--- src/rtl/io_interface_if.sv ---
// Device and control-unit signal bundle for the basic computer I/O block.
// slave: the I/O block; master: devices plus control unit.
interface io_interface_if #(
  parameter int DATA_W = 8
);
  logic [DATA_W-1:0] kbd_data;
  logic              kbd_valid;
  logic              kbd_ready;
  logic [DATA_W-1:0] prn_data;
  logic              prn_valid;
  logic              prn_ready;
  logic              inp_ack;
  logic              out_load;
  logic [DATA_W-1:0] out_data;
  logic              ion;
  logic              iof;
  logic              fetch_phase;
  logic              intr_ack;
  logic [DATA_W-1:0] inpr;
  logic              fgi;
  logic              fgo;
  logic              ien;
  logic              r;

  modport slave (
    input  kbd_data, kbd_valid, prn_ready,
    input  inp_ack, out_load, out_data,
    input  ion, iof, fetch_phase, intr_ack,
    output kbd_ready, prn_data, prn_valid,
    output inpr, fgi, fgo, ien, r
  );

  modport master (
    output kbd_data, kbd_valid, prn_ready,
    output inp_ack, out_load, out_data,
    output ion, iof, fetch_phase, intr_ack,
    input  kbd_ready, prn_data, prn_valid,
    input  inpr, fgi, fgo, ien, r
  );
endinterface

--- src/rtl/io_interface.sv ---
// Keyboard/printer interface: INPR/OUTR, FGI/FGO, IEN and R flip-flops.
// Printer side is a two-state IDLE/SEND handshake FSM.
module io_interface #(
  parameter int DATA_W = 8
) (
  input  logic           clk,
  input  logic           clr,
  io_interface_if.slave  bus
);
  typedef enum logic {IDLE, SEND} state_t;

  state_t state, state_nx;

  logic [DATA_W-1:0] inpr_q, inpr_nx;
  logic [DATA_W-1:0] outr_q, outr_nx;
  logic fgi_q, fgi_nx;
  logic fgo_q, fgo_nx;
  logic pv_q, pv_nx;
  logic ien_q, ien_nx;
  logic r_q, r_nx;
  logic take;

  assign take = bus.kbd_valid & ~fgi_q;

  always_comb begin
    inpr_nx  = inpr_q;
    fgi_nx   = fgi_q;
    outr_nx  = outr_q;
    fgo_nx   = fgo_q;
    pv_nx    = pv_q;
    state_nx = state;
    ien_nx   = ien_q;
    r_nx     = r_q;

    if (take) begin
      inpr_nx = bus.kbd_data;
      fgi_nx  = 1'b1;
    end else if (bus.inp_ack && fgi_q) begin
      fgi_nx = 1'b0;
    end

    unique case (state)
      IDLE: begin
        if (bus.out_load) begin
          outr_nx  = bus.out_data;
          fgo_nx   = 1'b0;
          pv_nx    = 1'b1;
          state_nx = SEND;
        end
      end
      SEND: begin
        if (bus.prn_ready) begin
          fgo_nx   = 1'b1;
          pv_nx    = 1'b0;
          state_nx = IDLE;
        end
      end
      default: state_nx = IDLE;
    endcase

    // clears outrank ion
    if (bus.intr_ack || bus.iof)
      ien_nx = 1'b0;
    else if (bus.ion)
      ien_nx = 1'b1;

    if (bus.intr_ack)
      r_nx = 1'b0;
    else if (!bus.fetch_phase && ien_q
             && (fgi_q || fgo_q))
      r_nx = 1'b1;
  end

  always_ff @(posedge clk or posedge clr) begin
    if (clr) begin
      state  <= IDLE;
      inpr_q <= '0;
      outr_q <= '0;
      fgi_q  <= 1'b0;
      fgo_q  <= 1'b1;
      pv_q   <= 1'b0;
      ien_q  <= 1'b0;
      r_q    <= 1'b0;
    end else begin
      state  <= state_nx;
      inpr_q <= inpr_nx;
      outr_q <= outr_nx;
      fgi_q  <= fgi_nx;
      fgo_q  <= fgo_nx;
      pv_q   <= pv_nx;
      ien_q  <= ien_nx;
      r_q    <= r_nx;
    end
  end

  assign bus.kbd_ready = ~fgi_q;
  assign bus.prn_data  = outr_q;
  assign bus.prn_valid = pv_q;
  assign bus.inpr      = inpr_q;
  assign bus.fgi       = fgi_q;
  assign bus.fgo       = fgo_q;
  assign bus.ien       = ien_q;
  assign bus.r         = r_q;
endmodule

--- src/flat_wrapper.sv ---
// flat-port wrapper written by rule: the top's interface ports become plain ports
module io_interface_flat 
#(
  parameter int DATA_W = 8
)
  (clk, clr, bus_kbd_data, bus_kbd_valid, bus_prn_ready, bus_inp_ack, bus_out_load, bus_out_data, bus_ion, bus_iof, bus_fetch_phase, bus_intr_ack, bus_kbd_ready, bus_prn_data, bus_prn_valid, bus_inpr, bus_fgi, bus_fgo, bus_ien, bus_r);
  io_interface_if #(.DATA_W(DATA_W)) bus_i ();
  input  logic clk;
  input  logic clr;
  input wire logic [$bits(bus_i.kbd_data)-1:0] bus_kbd_data;
  input wire logic [$bits(bus_i.kbd_valid)-1:0] bus_kbd_valid;
  input wire logic [$bits(bus_i.prn_ready)-1:0] bus_prn_ready;
  input wire logic [$bits(bus_i.inp_ack)-1:0] bus_inp_ack;
  input wire logic [$bits(bus_i.out_load)-1:0] bus_out_load;
  input wire logic [$bits(bus_i.out_data)-1:0] bus_out_data;
  input wire logic [$bits(bus_i.ion)-1:0] bus_ion;
  input wire logic [$bits(bus_i.iof)-1:0] bus_iof;
  input wire logic [$bits(bus_i.fetch_phase)-1:0] bus_fetch_phase;
  input wire logic [$bits(bus_i.intr_ack)-1:0] bus_intr_ack;
  output wire logic [$bits(bus_i.kbd_ready)-1:0] bus_kbd_ready;
  output wire logic [$bits(bus_i.prn_data)-1:0] bus_prn_data;
  output wire logic [$bits(bus_i.prn_valid)-1:0] bus_prn_valid;
  output wire logic [$bits(bus_i.inpr)-1:0] bus_inpr;
  output wire logic [$bits(bus_i.fgi)-1:0] bus_fgi;
  output wire logic [$bits(bus_i.fgo)-1:0] bus_fgo;
  output wire logic [$bits(bus_i.ien)-1:0] bus_ien;
  output wire logic [$bits(bus_i.r)-1:0] bus_r;
  assign bus_i.kbd_data = bus_kbd_data;
  assign bus_i.kbd_valid = bus_kbd_valid;
  assign bus_i.prn_ready = bus_prn_ready;
  assign bus_i.inp_ack = bus_inp_ack;
  assign bus_i.out_load = bus_out_load;
  assign bus_i.out_data = bus_out_data;
  assign bus_i.ion = bus_ion;
  assign bus_i.iof = bus_iof;
  assign bus_i.fetch_phase = bus_fetch_phase;
  assign bus_i.intr_ack = bus_intr_ack;
  assign bus_kbd_ready = bus_i.kbd_ready;
  assign bus_prn_data = bus_i.prn_data;
  assign bus_prn_valid = bus_i.prn_valid;
  assign bus_inpr = bus_i.inpr;
  assign bus_fgi = bus_i.fgi;
  assign bus_fgo = bus_i.fgo;
  assign bus_ien = bus_i.ien;
  assign bus_r = bus_i.r;
  io_interface #(.DATA_W(DATA_W)) u_core (.clk(clk), .clr(clr), .bus(bus_i));
endmodule
--- config.mk ---
export PLATFORM = sky130hd
export DESIGN_NAME = io_interface_flat
export DESIGN_NICKNAME = d
export VERILOG_FILES = /design/src/rtl/io_interface_if.sv /design/src/rtl/io_interface.sv /design/src/flat_wrapper.sv
export SDC_FILE = /design/constraint.sdc
export NUM_CORES = 1
export LEC_CHECK = 0
export ABC_AREA = 1
export CAP_MARGIN = 20
export CORE_ASPECT_RATIO = 1.5
export CORE_MARGIN = 2
export CORE_UTILIZATION = 37
export DETAILED_ROUTE_END_ITERATION = 10
export HOLD_SLACK_MARGIN = 0.1
export PLACE_DENSITY = 0.9
export REMOVE_ABC_BUFFERS = 1
export SLEW_MARGIN = 20
export SYNTH_ARGS = -nofsm -noshare
export SYNTH_HDL_FRONTEND = slang
export SYNTH_SLANG_ARGS = --single-unit
--- constraint.sdc ---
create_clock -name clk -period 1.05 [get_ports clk]
set_input_delay 0.105 -clock clk [delete_from_list [all_inputs] [get_ports clk]]
set_output_delay 0.105 -clock clk [all_outputs]
set_load 0.02 [all_outputs]
==> reports/qor.csv <==
stage;metric;value;unit
cts;clk_path_buf_depth;2;
setup_path;worst-path-max-fanout;2;
timing;worst_pin_slew;0.1654;ns
yosys;avgSynthCellArea;9.289;um^2
layout;fin_util;60.54;%
place;place_inst;164;
place;hpwl;1609;um
pwr;total_power;2.317;mW
layout;layout_commonest_cell;nand2_1;
layout;antenna_cells;0;
yosys;synth_seq_cells;22;
layout;fillers;191;
die;dieArea;2718;um^2
yosys;ys_warn_count;0;
pwr;ir_drop;0.0009833;V
place;placed_cell_area;1381;um^2
drt;vias_per_cell;4.663;
run;maxCapViolCount;0;
yosys;synth_compound_area_share;3.221;%
grt;grt_pass1_wl;3532;um
yosys;synthMuxAreaShare;0;%
yosys;ys_seq_area_share;64.57;%
run_status;status;finished with violations;
place;routabilityCongestion;0.7093;
grt;grt.overflow.total;0;
timing;max_freq;0.9353;GHz
die;die_x;43.24;um
setup_path;start_kind;flip-flop;
drt;avgRoutedWirePerCell;12.14;um
timing;finalCritPeriodShare;101.8;%
pwr;leakage;0.7155;nW
grt;grt_usage;16.51;%
die;pin_count;48;
timing;setup_viol_count_final;1;
drt;drtIter0Drc;16;
drt;drt_wl_total;2052;um
layout;num-nets-final;173;
setup_path;cp_slowest_cell;dfstp_2;
drt;drc;0;
layout;stdcell_count;169;
timing;slew_violations;0;
setup_path;slowest_delay;0.56;ns
timing;fin_skew;0.002087;ns
yosys;syn_inst;92;
yosys;synth_fa_ha_area_share;0;%
die;start_util;38.72;%
setup_path;crit_arrival;0.96;ns
setup_path;worstSetupPathType;reg -> out;
die;die_h;62.86;um
grt;grt_max_degree;23;
cts;cts_buffers;3;
layout;final_cell_mix;43 x nand2_1, 25 x clkdlybuf4s50_1, 21 x dfrtp_1, 20 x buf_2, 8 x nand3_1;
yosys;synthSimpleGateAreaFrac;27.09;%
yosys;syn-cell-area;854.6;um^2
drt;dr.pass1.iters;4;
cts;htree_levels;1;
cts;cts.sinks;22;
place;io_buffers;47;
yosys;synthXorXnorAreaFrac;0;%
timing;hold_viol_final;0;
pwr;power.density;1734;nW/um^2
cts;cts_tree;done;
yosys;synth_top_family_by_area;simple AND/OR/NAND/NOR gates;
cts;clk_pin_slew;0.12;ns
drt;ant_nets;0;
grt;use_met3;3.468;%
layout;post-route-cell-area;1336;um^2
layout;areaGrowthSynthToFinish;56.37;%
setup_path;setup.worst_path.end_class;output port;
grt;groute.layer.met1.usage;18.71;%
timing;rsz0062_at_grt;yes;
timing;holdWs;0.1172;ns
layout;drive_above_1_share;25.34;%
grt;antenna_found_initial;0;
run_status;violations;setup timing;
die;row_count;21;
timing;min_period;1.069;ns
yosys;synthDistinctLibCells;16;
place;dp_worst_setup_slack;-0.1555;ns
setup_path;required;0.94;ns
timing;layout_setup_ws;-0.01914;ns
setup_path;crit_chain;buf_6;
setup_path;cpLargestDelayFamily;flip-flops;
worst_hold_path;hp-class;in -> async;
drt;vias;788;
timing;tns;-0.01914;ns
grt;grt-busiest-layer;met2;
timing;slew_headroom;88.89;%
grt;use_met2;29.48;%
cts;clk_latency;0.30;ns
cts;cts-root-buf;clkbuf_4;
die;fp.coreArea;2207;um^2
grt;grt_pass1_vias;853;
setup_path;cp_num_buf_inv;1;
-- Yosys cell counts --
master	count	area, um^2
nand2_2	1	6.260
dfrtp_1	21	525.5
nor3_1	1	5.000
inv_4	1	6.260
buf_4	2	15.01
o21a_1	1	7.510
o21ai_1	1	5.000
o21ai_0	2	10.01
inv_1	5	18.77
a21oi_1	1	5.000
nor2_1	2	7.510
nand2_1	43	161.4
nand3_1	8	40.04
inv_2	1	3.750
nand2_4	1	11.26
dfstp_2	1	26.28
-- what timing repair did --
item                                   4_1_cts  5_1_grt
endpoints found under the hold margin        0        0
hold buffers                                 0        0
buffers inserted                             1        0
setup endpoints to repair                   23        3
gates resized for setup                     91        4
-- layout make-up --
| cell class | count | area (um^2) | area share (%) |
|---|---|---|---|
| Clock buffer | 4 | 36.28 | 2.715 |
| Inverter | 7 | 28.78 | 2.154 |
| Multi-Input combinational cell | 61 | 264.0 | 19.76 |
| Sequential cell | 22 | 551.8 | 41.29 |
| Tap cell | 23 | 28.78 | 2.154 |
| Timing Repair Buffer | 52 | 426.7 | 31.93 |
-- per-layer routing --
layer  wire length (um)  vias to the layer above
met5                  0                        -
met4                 17                        0
met3                158                        2
met2               1079                       33
met1                797                      361
li1                   -                      392
-- tightest hold or removal path: cells and delay by family --
family                 cells  cell delay (ns)
buffers and inverters      3             0.67
-- kinds of logic (layout without fill, tap and decap cells) --
kind of cell,Yosys count,after routing
AOI/OAI and AO/OA,5,5
DFF,22,22
and+or+nand+nor,56,56
buffers and inverters,9,63
-- registers in the layout, indices dropped and copies added (netlist names) --
name,count
u_core.bus.inpr,8
u_core.bus.prn_valid,1
u_core.bus.r,1
u_core.state,1
u_core.bus.ien,1
u_core.bus.prn_data,8
u_core.bus.fgi,1
u_core.bus.fgo,1
-- worst paths after layout --
| kind | start | to | slack, ns | cells past startpoint |
|---|---|---|---|---|
| setup / recovery | u_core.bus.fgo$_DFFE_PP1P_ | bus_fgo | -0.02 | 1 |
| hold / removal | clr | u_core.bus.inpr[1]$_DFFE_PP0P_ | 0.12 | 3 |
| setup reg to reg | u_core.bus.fgi$_DFFE_PP0P_ | u_core.bus.inpr[5]$_DFFE_PP0P_ | 0.10 | 5 |
| hold reg to reg | u_core.bus.prn_data[6]$_DFFE_PP0P_ | u_core.bus.prn_data[6]$_DFFE_PP0P_ | 0.49 | 2 |
| max in group asynchronous | clr | u_core.bus.fgo$_DFFE_PP1P_ | 0.72 | 3 |
| min in group clk | bus_out_data[5] | u_core.bus.prn_data[5]$_DFFE_PP0P_ | 0.33 | 3 |
-- power by group --
part           total, mW  switching, mW  internal (mW)
logic              0.767          0.453          0.313
registers           1.09         0.0829           1.01
clock network      0.458          0.247          0.211
Note: power is estimated with default switching activity, not from simulation.
==> edit 1 (same flow settings) <==
`DATA_W` is set to 8 in 3 places; all go to 10.
--- a/src/rtl/io_interface_if.sv
+++ b/src/rtl/io_interface_if.sv
@@ -1,7 +1,7 @@
 // Device and control-unit signal bundle for the basic computer I/O block.
 // slave: the I/O block; master: devices plus control unit.
 interface io_interface_if #(
-  parameter int DATA_W = 8
+  parameter int DATA_W = 10
 );
   logic [DATA_W-1:0] kbd_data;
   logic              kbd_valid;
--- a/src/rtl/io_interface.sv
+++ b/src/rtl/io_interface.sv
@@ -1,7 +1,7 @@
 // Keyboard/printer interface: INPR/OUTR, FGI/FGO, IEN and R flip-flops.
 // Printer side is a two-state IDLE/SEND handshake FSM.
 module io_interface #(
-  parameter int DATA_W = 8
+  parameter int DATA_W = 10
 ) (
   input  logic           clk,
   input  logic           clr,
--- a/src/flat_wrapper.sv
+++ b/src/flat_wrapper.sv
@@ -1,7 +1,7 @@
 // flat-port wrapper written by rule: the top's interface ports become plain ports
 module io_interface_flat 
 #(
-  parameter int DATA_W = 8
+  parameter int DATA_W = 10
 )
   (clk, clr, bus_kbd_data, bus_kbd_valid, bus_prn_ready, bus_inp_ack, bus_out_load, bus_out_data, bus_ion, bus_iof, bus_fetch_phase, bus_intr_ack, bus_kbd_ready, bus_prn_data, bus_prn_valid, bus_inpr, bus_fgi, bus_fgo, bus_ien, bus_r);
   io_interface_if #(.DATA_W(DATA_W)) bus_i ();
Interface: changed (resized bus_inpr, bus_kbd_data, bus_out_data and bus_prn_data); port bits go from 48 to 56. The function was not compared with the original's and may differ.
==> edit 1 against the original RTL <==
Critical path depth is the same. Fmax grew 2.7%. Sequential cell count grew 4. Setup slack gained 0.028 ns. Sequential power grew 19%. Routed wire length grew 22%. Synthesized area grew 22%. Total power grew 33%. Final area grew 25%. Largest power group unchanged. Highest routed layer unchanged.
==> edit 1: results (changes against the original RTL) <==
metric,value,unit,change
status,"finished, final reports clean",,was finished with violations
Worst Clk Skew,0.00641,ns,was 0.00209 ns
met3 Use GR,0.0445,,was 0.0347
Gate Count Post-Synth,113,,was 92
vias post-DR,962,,was 788
Worst slew margin,0.884,,was 0.889
compound-gate portion of the synthesized area,0.0144,,was 0.0322
postcts setup bufs,0,,was 1
largest cells by area after synthesis,"dfrtp_1 60%, nand2_1 17%, nand3_1 10%, dfstp_2 2.5%, buf_4 2.2%",,"was dfrtp_1 61%, nand2_1 19%, nand3_1 4.7%, dfstp_2 3.1%, inv_1 2.2%"
met2 WL,1250,um,was 1080 um
worst reg2reg endpoint,u_core.bus.r,,was u_core.bus.inpr[5]
Setup WS post-layout,0.00907,ns,was -0.0191 ns
share of layout cells above drive strength 1,0.243,,was 0.253
GRT met1 Usage,0.163,,was 0.187
"top cells by count, synth","47 x nand2_1, 25 x dfrtp_1, 21 x nand3_1",,"was 43 x nand2_1, 21 x dfrtp_1, 8 x nand3_1"
IO buf count,55,,was 47
arrival time worst endpoint,0.94,ns,was 0.96 ns
clock root cell,clkbuf_8,,was clkbuf_4
Peak VDD IR,1.18,mV,was 0.983 mV
synth unique cells,14,,was 16
Detailed Route WL,2510,um,was 2050 um
"Reg clk slew, reported paths",0.09,ns,was 0.12 ns
Placement Cell Area,0.00166,mm^2,was 0.00138 mm^2
hpwl dp,1960,um,was 1610 um
GRT Total Usage,0.164,,was 0.165
wire length on met1,933,um,was 797 um
routability congestion estimate,0.671,,was 0.709
Leak,0.857,nW,was 0.716 nW
pre-CTS setup slack,-0.162,ns,was -0.155 ns
DR iter-0 viols,19,,was 16
Clock Latency Late Sink,0.27,ns,was 0.30 ns
RR Startpoint,u_core.bus.fgo,,was u_core.bus.fgi
register area share after synthesis,0.624,,was 0.646
-- edit 1: changes by cell type after synthesis, sizes merged --
cell	change
o21a	-1
nand3	+13
nand2	+3
buf	+4
o21ai	-1
dfrtp	+4
inv	-1
-- edit 1: timing repair --
item	CTS	global route
setup endpoints to repair	37	28
hold buffers	0	0
gates resized for setup	82	17
-- edit 1: power by group through the flow --
stage	logic [mW]	clock network (mW)	registers [mW]
6_report	0.961	0.819	1.30
5_1_grt	1.05	0.869	1.32
4_1_cts	1.03	0.846	1.30
3_5_place_dp	1.09	0	1.32
3_3_place_gp	1.07	0	1.31
2_1_floorplan	0.238	0	1.54
-- edit 1: final cells by class --
cell class	instances	area [um^2]
fill	227	1010
sequential	26	652
inverter	6	22.5
timing repair buffer	62	546
clock buffer	3	41.3
clock inverter	1	30.0
multi-input combinational	75	328
tap	37	46.3
-- edit 1: cells by family (layout without fill, tap and decap cells) --
group,after synthesis,after routing
buffers and inverters,12,72
flip-flops,26,26
AO/OA/AOI/OAI,3,3
AND/OR/NAND/NOR,72,72
